[src/rtl/pipe_hazard_ctrl.sv]
// Stall/flush sequencer for the 5-stage pipeline: load-use bubbles, taken-branch
// flushes, data-memory freezes, saturating perf counters and a memory watchdog.
module pipe_hazard_ctrl #(
    parameter int LOAD_LAT    = 1,
    parameter int MEM_TIMEOUT = 64,
    parameter int CNT_W       = 16
) (
    input  logic             clk,
    input  logic             reset,
    input  logic [4:0]       id_rs,
    input  logic [4:0]       id_rt,
    input  logic             id_uses_rs,
    input  logic             id_uses_rt,
    input  logic             ex_mem_read,
    input  logic [4:0]       ex_rd,
    input  logic             ex_branch_taken,
    input  logic             dmem_busy,
    output logic             pc_we,
    output logic             if_id_we,
    output logic             if_id_flush,
    output logic             id_ex_we,
    output logic             id_ex_bubble,
    output logic             ex_mem_we,
    output logic             mem_wb_bubble,
    output logic [CNT_W-1:0] stall_cycles,
    output logic [CNT_W-1:0] flush_events,
    output logic             mem_timeout
);

    localparam int WCNT_W = (MEM_TIMEOUT > 2) ? $clog2(MEM_TIMEOUT) : 1;
    localparam logic [WCNT_W-1:0] WCNT_MAX  = WCNT_W'(MEM_TIMEOUT - 1);
    localparam logic [1:0]        BCNT_INIT = (LOAD_LAT > 1) ? 2'(LOAD_LAT - 2) : 2'd0;

    typedef enum logic {RUN, STALL} state_t;

    state_t             state_q, state_d;
    logic [1:0]         bcnt_q, bcnt_d;
    logic [WCNT_W-1:0]  wcnt_q, wcnt_d;
    logic [CNT_W-1:0]   stall_cycles_q, stall_cycles_d;
    logic [CNT_W-1:0]   flush_events_q, flush_events_d;
    logic               mem_timeout_q, mem_timeout_d;
    logic               hz;

    function automatic logic [CNT_W-1:0] sat_inc(input logic [CNT_W-1:0] v);
        return (&v) ? v : v + CNT_W'(1);
    endfunction

    assign hz = ex_mem_read && (ex_rd != 5'd0) &&
                ((id_uses_rs && (id_rs == ex_rd)) || (id_uses_rt && (id_rt == ex_rd)));

    always_comb begin
        pc_we          = 1'b1;
        if_id_we       = 1'b1;
        if_id_flush    = 1'b0;
        id_ex_we       = 1'b1;
        id_ex_bubble   = 1'b0;
        ex_mem_we      = 1'b1;
        mem_wb_bubble  = 1'b0;
        state_d        = state_q;
        bcnt_d         = bcnt_q;
        wcnt_d         = '0;
        stall_cycles_d = stall_cycles_q;
        flush_events_d = flush_events_q;
        mem_timeout_d  = mem_timeout_q;

        if (reset) begin
            // Hold every register still and feed NOPs while reset is asserted
            pc_we         = 1'b0;
            if_id_we      = 1'b0;
            id_ex_we      = 1'b0;
            ex_mem_we     = 1'b0;
            if_id_flush   = 1'b1;
            id_ex_bubble  = 1'b1;
            mem_wb_bubble = 1'b1;
        end else if (dmem_busy) begin
            pc_we         = 1'b0;
            if_id_we      = 1'b0;
            id_ex_we      = 1'b0;
            ex_mem_we     = 1'b0;
            mem_wb_bubble = 1'b1;
            wcnt_d        = (wcnt_q == WCNT_MAX) ? wcnt_q : wcnt_q + WCNT_W'(1);
            if (wcnt_q == WCNT_MAX) begin
                mem_timeout_d = 1'b1;
            end
        end else if (ex_branch_taken) begin
            if_id_flush    = 1'b1;
            id_ex_bubble   = 1'b1;
            flush_events_d = sat_inc(flush_events_q);
            state_d        = RUN;
            bcnt_d         = 2'd0;
        end else if ((state_q == STALL) || hz) begin
            pc_we          = 1'b0;
            if_id_we       = 1'b0;
            id_ex_bubble   = 1'b1;
            stall_cycles_d = sat_inc(stall_cycles_q);
            if (state_q == STALL) begin
                // Remaining bubbles are issued regardless of hz: ID is frozen
                if (bcnt_q == 2'd0) begin
                    state_d = RUN;
                end else begin
                    bcnt_d = bcnt_q - 2'd1;
                end
            end else if (LOAD_LAT > 1) begin
                state_d = STALL;
                bcnt_d  = BCNT_INIT;
            end
        end
    end

    always_ff @(posedge clk or posedge reset) begin
        if (reset) begin
            state_q        <= RUN;
            bcnt_q         <= 2'd0;
            wcnt_q         <= '0;
            stall_cycles_q <= '0;
            flush_events_q <= '0;
            mem_timeout_q  <= 1'b0;
        end else begin
            state_q        <= state_d;
            bcnt_q         <= bcnt_d;
            wcnt_q         <= wcnt_d;
            stall_cycles_q <= stall_cycles_d;
            flush_events_q <= flush_events_d;
            mem_timeout_q  <= mem_timeout_d;
        end
    end

    assign stall_cycles = stall_cycles_q;
    assign flush_events = flush_events_q;
    assign mem_timeout  = mem_timeout_q;

endmodule

[config.mk]
export PLATFORM = sky130hd
export DESIGN_NAME = pipe_hazard_ctrl
export DESIGN_NICKNAME = d
export VERILOG_FILES = /design/src/rtl/pipe_hazard_ctrl.sv
export SDC_FILE = /design/constraint.sdc
export NUM_CORES = 1
export LEC_CHECK = 0
export CORE_MARGIN = 2
export CORE_UTILIZATION = 51
export DETAILED_ROUTE_END_ITERATION = 8
export PLACE_DENSITY = 0.84
export SYNTH_ARGS = -nofsm -noshare
export SYNTH_HDL_FRONTEND = slang
export SYNTH_SLANG_ARGS = --single-unit
[constraint.sdc]
create_clock -name clk -period 6.6 [get_ports clk]
set_clock_uncertainty 0.1 [all_clocks]
set_input_delay 1.32 -clock clk [delete_from_list [all_inputs] [get_ports clk]]
set_output_delay 1.32 -clock clk [all_outputs]
set_load 0.01 [all_outputs]
# Word-level counts from Yosys, hierarchy flattened
# Cells that the tools add are included.
dict set report classes {
  addsub 4
  eq_ne 5
  muxes 26
  bitwise_logic 5
  n_reduce_logical 17
}
# cell n
set op_table {}
lappend op_table {{16-bit by 1-bit adder with 16-bit output, second input constant} 2}
lappend op_table {{16-bit AND reduction} 2}
lappend op_table {{1-bit two-way mux} 19}
lappend op_table {{6-bit two-way mux} 3}
lappend op_table {{5-bit == test} 2}
lappend op_table {{5-bit AND reduction} 2}
lappend op_table {{2-bit two-way mux} 4}
lappend op_table {{6-bit by 1-bit adder with 6-bit output, second input constant} 1}
lappend op_table {{6-bit == test, second input constant} 1}
lappend op_table {{3-bit AND reduction} 2}
lappend op_table {{1-bit NOT} 5}
lappend op_table {{5-bit nonzero test} 1}
lappend op_table {{1-bit logical AND} 4}
lappend op_table {{4-bit AND reduction} 1}
lappend op_table {{2-bit nonzero test} 2}
lappend op_table {{3-bit != test, second input constant} 1}
lappend op_table {{2-bit zero test} 1}
lappend op_table {{1-bit logical OR} 2}
lappend op_table {{2-bit != test, second input constant} 1}
lappend op_table {{2-bit by 1-bit subtractor with 2-bit output, second input constant} 1}
dict set report totals {
  regBits 42
  output_inout_bits 40
  wordCells 63
}

# Logic depth before layout (Yosys ltp)
# Gate-level depths: netlist of the first run.
dict set report depth {
  word_depth 9
  depth_mapped 8
  mapped_depth_nobuf 7
}

# Worst setup path after synthesis of the first run
# No wires, ideal clock.
dict set report synth_path {
  kind {in2out}
  startpoint {input reset}
  endpoint {output id_ex_bubble}
  t_arrival_ns 2.973
  required_ns 5.180
  slack_ns 2.207
  cell_stages 3
  n_path_buf 0
  cell_sequence {inv_1 -> o21ai_0 -> o21bai_1}
}
dict set report synth_between {
  elab_chain_len 1
}
# item line_no
set synth_rtl {}
lappend synth_rtl {{start: declaration} 9} ;# input logic reset,
lappend synth_rtl {{1-bit two-way mux} 66} ;# if (reset) begin
lappend synth_rtl {{end: declaration} 22} ;# output logic id_ex_bubble,
# No other way between the ends.

# Worst setup path in the final report of the first run
dict set report layout_path {
  startpoint {input ex_rd[4]}
  endpoint {output pc_we}
}
dict set report layout_between {
  elab_chain_len 9
  elab_cells_between_ends 13
  classes_between {eq/ne (2); mux (4); reduce/logical (7)}
}
# item line_no
set layout_rtl {}
lappend layout_rtl {{start: declaration} 15} ;# input logic [4:0] ex_rd,
lappend layout_rtl {{5-bit == test} 49} ;# ((id_uses_rs && (id_rs == ex_rd)) || (id_uses_rt && (id_rt == ex_rd)));
lappend layout_rtl {{1-bit logical AND} 49}
lappend layout_rtl {{1-bit logical OR} 49}
lappend layout_rtl {{1-bit logical AND (*)} 48} ;# assign hz = ex_mem_read && (ex_rd != 5'd0) &&
lappend layout_rtl {{1-bit logical OR (*)} 91} ;# end else if ((state_q == STALL) || hz) begin
lappend layout_rtl {{1-bit two-way mux (*)} 91}
lappend layout_rtl {{1-bit two-way mux (*)} 85} ;# end else if (ex_branch_taken) begin
lappend layout_rtl {{1-bit two-way mux (*)} 75} ;# end else if (dmem_busy) begin
lappend layout_rtl {{1-bit two-way mux (*)} 66}
lappend layout_rtl {{end: declaration} 18} ;# output logic pc_we,
# Every way passes the cells marked *; elsewhere a longest branch is shown, timed or not.

==> results of run 1 <==
[flip-flops by register name, summed over array words and instances (netlist names)]
| name | cells |
|---|---|
| flush_events | 16 |
| bcnt_q | 2 |
| mem_timeout | 1 |
| state_q | 1 |
| wcnt_q | 6 |
| stall_cycles | 16 |
[cells by family (layout without fill, tap and decap cells)]
logic type                 count (synthesis)  after routing  share of synthesized area [%]
AOI/OAI and AO/OA                         16             16                          5.675
xor gates and xnor gates                  41             41                          16.29
adders and majority gates                  4              4                          2.270
buffers and inverters                      9             76                          2.213
DFF                                       42             42                          47.67
muxes                                      3              3                          1.476
and+or+nand+nor                           94             94                          24.40
[cell usage in the layout (no fill, tap or decap), drive strengths merged]
cell,synthesis,routed
clkdlybuf4s50,0,61
ha,4,4
and2,2,2
nor3,12,12
nor3b,3,3
nor4,2,2
o21ai,8,8
o21bai,2,2
nand2,23,23
clkbuf,0,5
xor2,18,18
and4,1,1
a21oi,2,2
mux2,2,2
bufinv,0,2
nor2b,1,1
clkinv,0,1
a211oi,1,1
nand3,12,12
o22ai,1,1
nand4,9,9
nand3b,1,1
mux2i,1,1
dfrtp,42,42
and3,6,6
buf,3,1
nor2,16,16
a31oi,2,2
nor4b,2,2
nand2b,2,2
or2,2,2
xnor2,23,23
inv,6,6
[report_power, final]
part	internal (mW)	switching (mW)	total, mW
logic	0.0627	0.0448	0.107
clock network	0.152	0.0921	0.244
registers	0.273	0.0206	0.294
[area by class of cell]
class | instances | area [µm²]
Multi-Input combinational cell | 158 | 1105
Fill cell | 314 | 1090
Sequential cell | 42 | 1051
Timing Repair Buffer | 62 | 618.1
Clock buffer | 5 | 68.82
Clock inverter | 3 | 68.82
Tap cell | 50 | 62.56
Inverter | 6 | 22.52
[worst max path at each step]
stage,start,endpoint,slack (ns),depth (start not counted)
2_1_floorplan,reset,id_ex_bubble,2.21,3
3_3_place_gp,ex_rd[2],pc_we,1.74,8
3_5_place_dp,ex_rd[1],pc_we,1.70,8
4_1_cts,ex_rd[1],pc_we,1.67,8
5_1_grt,ex_rd[2],pc_we,1.53,8
6_report,ex_rd[4],pc_we,1.70,8
[metal layers]
metal | GRT usage, % | vias to the layer above | wire, µm
li1 | - | 848 | -
met4 | 7.479 | 0 | 61
met3 | 4.360 | 4 | 216
met2 | 34.83 | 53 | 2374
met1 | 26.64 | 866 | 2043
met5 | 0 | - | 0
[per-stage QoR]
step                instance area, µm²  utilization, %
global placement                  2859           69.96
CTS                               2997           73.33
floorplan                         2205               -
detailed placement                2859           69.96
finish                            2997           73.33
global route                      2997           73.33
[worst register-to-register path: stages, from the launching register on]
cell and delay [ns]:
dfrtp_1 0.44, ha_1 0.21, nand3_1 0.11, nor3_1 0.27, nand2_1 0.08, nand2_1 0.22, nor2_1 0.11, mux2_1 0.34
==> flow_metrics.tcl, run 1 <==
set metrics [dict create \
    max_freq_ghz 0.2040 \
    vias 1771 \
    cts_tree "yes" \
    finalHoldViolations 0 \
    drt_first_pass_iters 4 \
    synthFlopType "dfrtp_1" \
    syn2layout_area_growth_pct 35.92 \
    hold-worst-slack_ns 0.3789 \
    drive_gt1_share_pct 9.783 \
    max_stage_delay_ns 0.55 \
    slowest_stage "clkdlybuf4s50_1" \
    yosys.area.top_type_share_pct 47.67 \
    setup_viol 0 \
    hold_class "reg -> reg" \
    syn-mean-instance-area_um2 10.55 \
    portBuffers 61 \
    reg2regPathDepth 7 \
    ir_drop_mv 0.2620 \
    dr.first_iter.drc_count 121 \
    synth_edf_count 0 \
    clkTransAtPathRegs_ns 0.09 \
    rows 23 \
    min_path_cells 1 \
    die_w_um 69.75 \
    synthArstFlopShare_pct 100.0 \
    start_kind "primary input" \
    setup_tns_ns 0 \
    clock_sinks 42 \
    grt_pass1_wl_um 8155 \
    ctsHoldBuffers 0 \
    drv_slew 0 \
    dpl.cell_count 318 \
    powerDensity_nw_per_um2 215.3 \
    tightest_slew_ns 0.6054 \
    start_util_pct 53.95 \
    cap_viol_max_count 0 \
    setup_slack_ns 1.698 \
    fin_nets 301 \
    synth_most_common_cell "dfrtp_1" \
    synth_area_um2 2205 \
    dieHeight_um 69.75 \
    synth.cells.most_frequent "dfrtp_1 (42), nand2_1 (23), xnor2_1 (23)" \
    fin_crit_ns 4.902 \
    fp.dieArea_um2 4864 \
    cts_setup_buffers 0 \
    worstSkewPairLatency_ns 0.30 \
    grt_max_degree 44 \
    worstReg2RegStart "stall_cycles[0]" \
    gr-total-overflow 0 \
    pre_cts_slack_ns 1.701 \
    cts_made_buffers 5 \
    endpoint_kind "output pin" \
    yosysWarnings 0 \
    fin_cells 326 \
    relSlewSlack_pct 59.64 \
    synth-seq-area-share_pct 47.67 \
    dp_hpwl_um 3262 \
    r2r_setup_slack_ns 4.62 \
    via_per_inst 5.433 \
    clock_path_buffers 2 \
    whs_endpoint "mem_timeout" \
    crit_family "buffers and inverters" \
    drc_errors 0 \
    gp_congestion 0.7785 \
    antenna_found_initial 0 \
    crit_chain "clkdlybuf4s50_1 > xnor2_1 > nand4_1 > o22ai_2 > a31oi_4 > nor2_1 > nor2_1 > clkdlybuf4s50_1" \
    yosysTopAreaCell "dfrtp_1" \
    required_ns 5.18 \
    synthTopCellsByArea "dfrtp_1 (48%), xnor2_1 (9.1%), xor2_1 (7.2%), nand2_1 (3.9%), nor3_2 (3.2%)" \
    crit_type "in -> out" \
    grt_usage_pct 20.78 \
    core_area_um2 4086 \
    synth_fp_nets 235 \
    grt_pass1_vias 1729 \
    crit_buf_inv 2 \
    worstReg2RegEnd "stall_cycles[1]" \
    cts_resized 0 \
    ys_types 36 \
    diodes 0 \
    status "completed" \
    postRouteAntennaNets 0 \
    htreeDepth 2 \
    total_power_uw 645.1 \
    holdCritStartpoint "mem_timeout" \
    rsz0062_at_grt "false" \
    io_pins 62 \
    path_max_fanout 17 \
    wl_per_cell_um 14.40 \
    min_period_over_period_pct 74.28 \
    cts_root_buf "clkbuf_8" \
    arrival_ns 3.48 \
    p_leak_nw 1.274 \
    netlist_instances 209 \
    drt-total-wl_um 4695 \
    ys_ff_latch 42 \
]
No activity file was read; power rests on OpenSTA's default activity.
==> inputs of run 2 (changes only) <==
--- a/config.mk
+++ b/config.mk
@@ -6,9 +6,9 @@
 export NUM_CORES = 1
 export LEC_CHECK = 0
 export CORE_MARGIN = 2
-export CORE_UTILIZATION = 51
+export CORE_UTILIZATION = 48
 export DETAILED_ROUTE_END_ITERATION = 8
-export PLACE_DENSITY = 0.84
+export PLACE_DENSITY = 0.8
 export SYNTH_ARGS = -nofsm -noshare
 export SYNTH_HDL_FRONTEND = slang
 export SYNTH_SLANG_ARGS = --single-unit
==> constraint.sdc (replaced) <==
create_clock -name clk -period 4.8 [get_ports clk]
set_clock_uncertainty 0.1 [all_clocks]
set_input_delay 0.96 -clock clk [delete_from_list [all_inputs] [get_ports clk]]
set_output_delay 0.96 -clock clk [all_outputs]
set_load 0.01 [all_outputs]
==> flow_metrics.tcl, run 2 (synthesis results as in run 1) <==
set metrics [dict create \
    arrival_ns 3.15 \
    portBuffers 61 \
    endpoint_kind "output pin" \
    cts_root_buf "clkbuf_8" \
    hold_class "reg -> reg" \
    max_stage_delay_ns 0.59 \
    start_kind "primary input" \
    crit_buf_inv 2 \
    rows 24 \
    rsz0062_at_grt "false" \
    clock_sinks 42 \
    wl_per_cell_um 13.23 \
    min_period_over_period_pct 87.67 \
    crit_chain "clkdlybuf4s50_1 > xnor2_1 > nand4_1 > o22ai_2 > a31oi_4 > nor2_1 > nor2_1 > clkdlybuf4s50_1" \
    via_per_inst 5.183 \
    worstSkewPairLatency_ns 0.29 \
    postRouteAntennaNets 0 \
    max_freq_ghz 0.2376 \
    grt_usage_pct 18.41 \
    path_max_fanout 17 \
    tightest_slew_ns 0.5893 \
    layout_commonest_cell "clkdlybuf4s50_1" \
    io_pins 62 \
    gr-total-overflow 0 \
    vias 1700 \
    crit_family "buffers and inverters" \
    p_leak_nw 1.253 \
    drive_gt1_share_pct 9.783 \
    drt-total-wl_um 4338 \
    cts_made_buffers 5 \
    cts_resized 0 \
    gp_congestion 0.8071 \
    finalHoldViolations 0 \
    fin_nets 301 \
    dr.first_iter.drc_count 91 \
    cts_tree "yes" \
    required_ns 3.74 \
    htreeDepth 2 \
    antenna_found_initial 0 \
    dieHeight_um 71.77 \
    drv_slew 0 \
    setup_viol 0 \
    ir_drop_mv 0.2299 \
    total_power_uw 782.7 \
    die_w_um 71.77 \
    dp_hpwl_um 3264 \
    cap_viol_max_count 0 \
    ctsHoldBuffers 0 \
    crit_type "in -> out" \
    fin_crit_ns 4.208 \
    cts_setup_buffers 0 \
    slowest_stage "clkdlybuf4s50_1" \
    diodes 0 \
    setup_tns_ns 0 \
    powerDensity_nw_per_um2 264.7 \
    relSlewSlack_pct 60.71 \
    nFillCells 373 \
    grt_pass1_wl_um 7369 \
    core_area_um2 4384 \
    start_util_pct 50.29 \
    drt_first_pass_iters 4 \
    layout_common_cells "clkdlybuf4s50_1 (61), dfrtp_1 (42), xnor2_1 (23), nand2_1 (23), xor2_1 (18)" \
    syn2layout_area_growth_pct 34.11 \
    clock_path_buffers 2 \
    status "completed" \
    drc_errors 0 \
    fp.dieArea_um2 5151 \
    grt_max_degree 44 \
    clkTransAtPathRegs_ns 0.08 \
    grt_pass1_vias 1641 \
]
[run 2: per-stage QoR]
| stage | setup WS [ns] | hold slack, ns | std cells | cell area (µm²) | util (%) |
|---|---|---|---|---|---|
| after detailed placement | 0.6065 | 0.3666 | 320 | 2861 | 65.27 |
| after global routing | 0.5212 | 0.4185 | 328 | 2957 | 67.44 |
| after CTS | 0.6013 | 0.3889 | 328 | 2957 | 67.44 |
| final | 0.5919 | 0.3862 | 328 | 2957 | 67.44 |
| after global placement | 0.6655 | 0.3588 | 320 | 2861 | 65.27 |
| after floorplan | 1.127 | 0.3498 | 209 | 2205 | - |
[run 2: final cells by class]
cell class / instances / area [µm²] / share of cell area (%)
clock inverter: 2 / 12.51 / 0.4232
clock buffer: 6 / 82.58 / 2.793
tap: 52 / 65.06 / 2.201
timing repair buffer: 62 / 618.1 / 20.91
inverter: 6 / 22.52 / 0.7617
sequential: 42 / 1051 / 35.55
multi-input combinational: 158 / 1105 / 37.37
[run 2: per-layer routing]
metal | global-route usage (%) | routed length [µm] | vias up
met5 | 0 | 0 | -
met4 | 6.918 | 85 | 0
met3 | 5.767 | 252 | 9
met2 | 27.98 | 1956 | 45
met1 | 24.82 | 2044 | 802
li1 | - | - | 844
[run 2: path summary, 6_finish.rpt]
path                            startpoint              end  slack (ns)  cells after the start
setup / recovery                  ex_rd[4]            pc_we        0.59                      8
hold / removal                 mem_timeout      mem_timeout        0.39                      1
setup reg to reg           stall_cycles[0]  stall_cycles[1]        2.81                      7
hold reg to reg                mem_timeout      mem_timeout        0.39                      1
max in group asynchronous            reset  stall_cycles[2]        3.16                      3
min in group asynchronous            reset  flush_events[3]        1.08                      3
[run 2: power by group]
group / total [mW] / internal, mW / switching (mW)
combinational: 0.143 / 0.0852 / 0.0575
sequential: 0.404 / 0.376 / 0.0281
clock: 0.236 / 0.116 / 0.120
total: 0.783 / 0.577 / 0.206
==> RTL edit (config.mk and constraints of run 2) <==
Register the output `mem_timeout` once more, with the module's reset; this adds one clock of latency there. The other outputs are not delayed to match.
--- a/src/rtl/pipe_hazard_ctrl.sv
+++ b/src/rtl/pipe_hazard_ctrl.sv
@@ -129,3 +129,9 @@
     assign flush_events = flush_events_q;
-    assign mem_timeout  = mem_timeout_q;
+    always_ff @(posedge clk or posedge reset) begin
+        if (reset) begin
+            mem_timeout <= '0;
+        end else begin
+            mem_timeout <= mem_timeout_q;
+        end
+    end
 
Function: no difference found for any inputs over 10 cycles, from zero or initial values and one cycle with reset high; that may be too few to reach the edited logic, so the function may still have changed.
==> RTL edit against run 2 <==
Routed wire length increased by 0.95%; total power is 0.39% lower; final area up 0.72%; synthesized area up 1.1%; sequential power increased by 2%; sequential cell count rose by 1; critical path depth is 1 lower; worst setup slack improved by 280 ps; die area rose by 1.1%; critical endpoint is now id_ex_bubble; largest power group unchanged; highest routed layer unchanged.
==> RTL edit: results <==
{
  "cts_resized": 0,
  "syn_nets": 236,
  "path_clk_slew_ps": 80,
  "status": "finished clean",
  "crit_fanout": 3,
  "reg2reg_from": "stall_cycles[0]$_DFFE_PP0P_",
  "hp-start": "mem_timeout_q$_DFFE_PP0P_",
  "clock_latency_ps": 290,
  "netSwitchingPower_uw": 210,
  "cpPeakStageDelay_ps": 570,
  "clock-root-buffer": "clkbuf_8",
  "antenna_found_initial": 0,
  "htreeDepth": 2,
  "yosysUniqueCellTypes": 36,
  "routabilityCongestion": 0.766,
  "grt.total_usage_pct": 18.4,
  "vias_per_cell": 5.21,
  "synth_fa_ha_area_share_pct": 2.24,
  "clockBufferDepth": 2,
  "netlist_top_cells_count": "dfrtp_1, nand2_1, xnor2_1",
  "synthTopCellsByArea": "dfrtp_1, xnor2_1, xor2_1",
  "hold_ws_ps": 296,
  "holdPathStages": 0,
  "portBuffers": 61,
  "drive_above_1_share_pct": 10.1,
  "num-fill-cells": 348,
  "pre_cts_slack_ps": 869,
  "synth_xor_area_share_pct": 16.1,
  "holdPathEnd": "mem_timeout$_DFF_PP0_",
  "diodes": 0,
  "r2r.worst_path.cells": 7,
  "synth-compound-area-share_pct": 5.61,
  "worst-r2r-setup-slack_ps": 2860,
  "hpwl_um": 3300,
  "ys_seq_area_share_pct": 48.3,
  "ys.warnings.count": 0,
  "wl_um": 4380,
  "firstDrtPassIters": 4,
  "worstHoldPathType": "flip-flop to flip-flop",
  "cts-buffers-inserted": 5,
  "ys_async_sr_fraction_pct": 100,
  "grt_pass1_wl_um": 7530,
  "rr_endpoint": "stall_cycles[1]$_DFFE_PP0P_",
  "num-nets-final": 303,
  "drt_iter0_drc": 99,
  "slew_headroom_pct": 64.3,
  "grt_pass1_vias": 1600,
  "grt_start_max_net_pins": 45,
  "slowest_stage": "clkdlybuf4s50_1",
  "post_cts.repair.setup_buffers": 0,
  "synth.area.mux_share_pct": 1.46,
  "p_leak_uw": 0.00127,
  "peakVddDrop_mv": 0.204
}
RTL edit: how the worst max path moves through the flow:
| stage | from | end | slack, ps | cells past startpoint |
|---|---|---|---|---|
| after detailed placement | ex_rd[4] | id_ex_bubble | 870 | 7 |
| after global placement | ex_rd[1] | id_ex_bubble | 870 | 7 |
| after CTS | ex_rd[4] | id_ex_bubble | 860 | 7 |
| after global routing | ex_rd[4] | id_ex_bubble | 700 | 7 |
| final | ex_rd[4] | id_ex_bubble | 870 | 7 |
| after floorplan | reset | id_ex_bubble | 1100 | 3 |
RTL edit: area by class of cell:
cell class	instances	area, um^2	share of cell area (%)
multi-input combinational	158	1100	37.1
sequential	43	1080	36.1
timing repair buffer	63	626	21.0
clock buffer	5	68.8	2.31
tap	52	65.1	2.18
inverter	6	22.5	0.756
clock inverter	3	15.0	0.504
RTL edit: metal layers:
layer / global-route usage [%] / routed length, um / share of wire, %
met4: 6.92 / 63 / 1.4
met3: 4.17 / 217 / 5.0
met2: 27.7 / 2030 / 46
met5: 0 / 0 / 0
met1: 26.2 / 2070 / 47
RTL edit: logic make-up (layout without fill, tap and decap cells):
logic type / after synthesis / after routing
buf+inv: 9 / 77
compound gates: 16 / 16
simple gates: 94 / 94
fa+ha+maj: 4 / 4
mux: 3 / 3
flops: 43 / 43
xor+xnor: 41 / 41
RTL edit: metrics by stage:
stage          total power [uW]  cells  area [um^2]
2_1_floorplan               480    210         2230
3_3_place_gp                563    322         2890
3_5_place_dp                566    322         2890
4_1_cts                     789    330         2980
5_1_grt                     823    330         2980
6_report                    780    330         2980
RTL edit: critical path, delay by kind of cell:
family,cells,cell delay (ps)
buffers and inverters,2,1100
xor gates and xnor gates,1,140
and+or+nand+nor,1,120
AOI/OAI and AO/OA,3,540
RTL edit: power groups by stage:
stage | sequential [uW] | combinational [uW] | clock, uW
6_report | 413 | 145 | 222
2_1_floorplan | 425 | 54.9 | 0
5_1_grt | 418 | 159 | 246
3_5_place_dp | 419 | 146 | 0
3_3_place_gp | 420 | 143 | 0
4_1_cts | 413 | 147 | 229
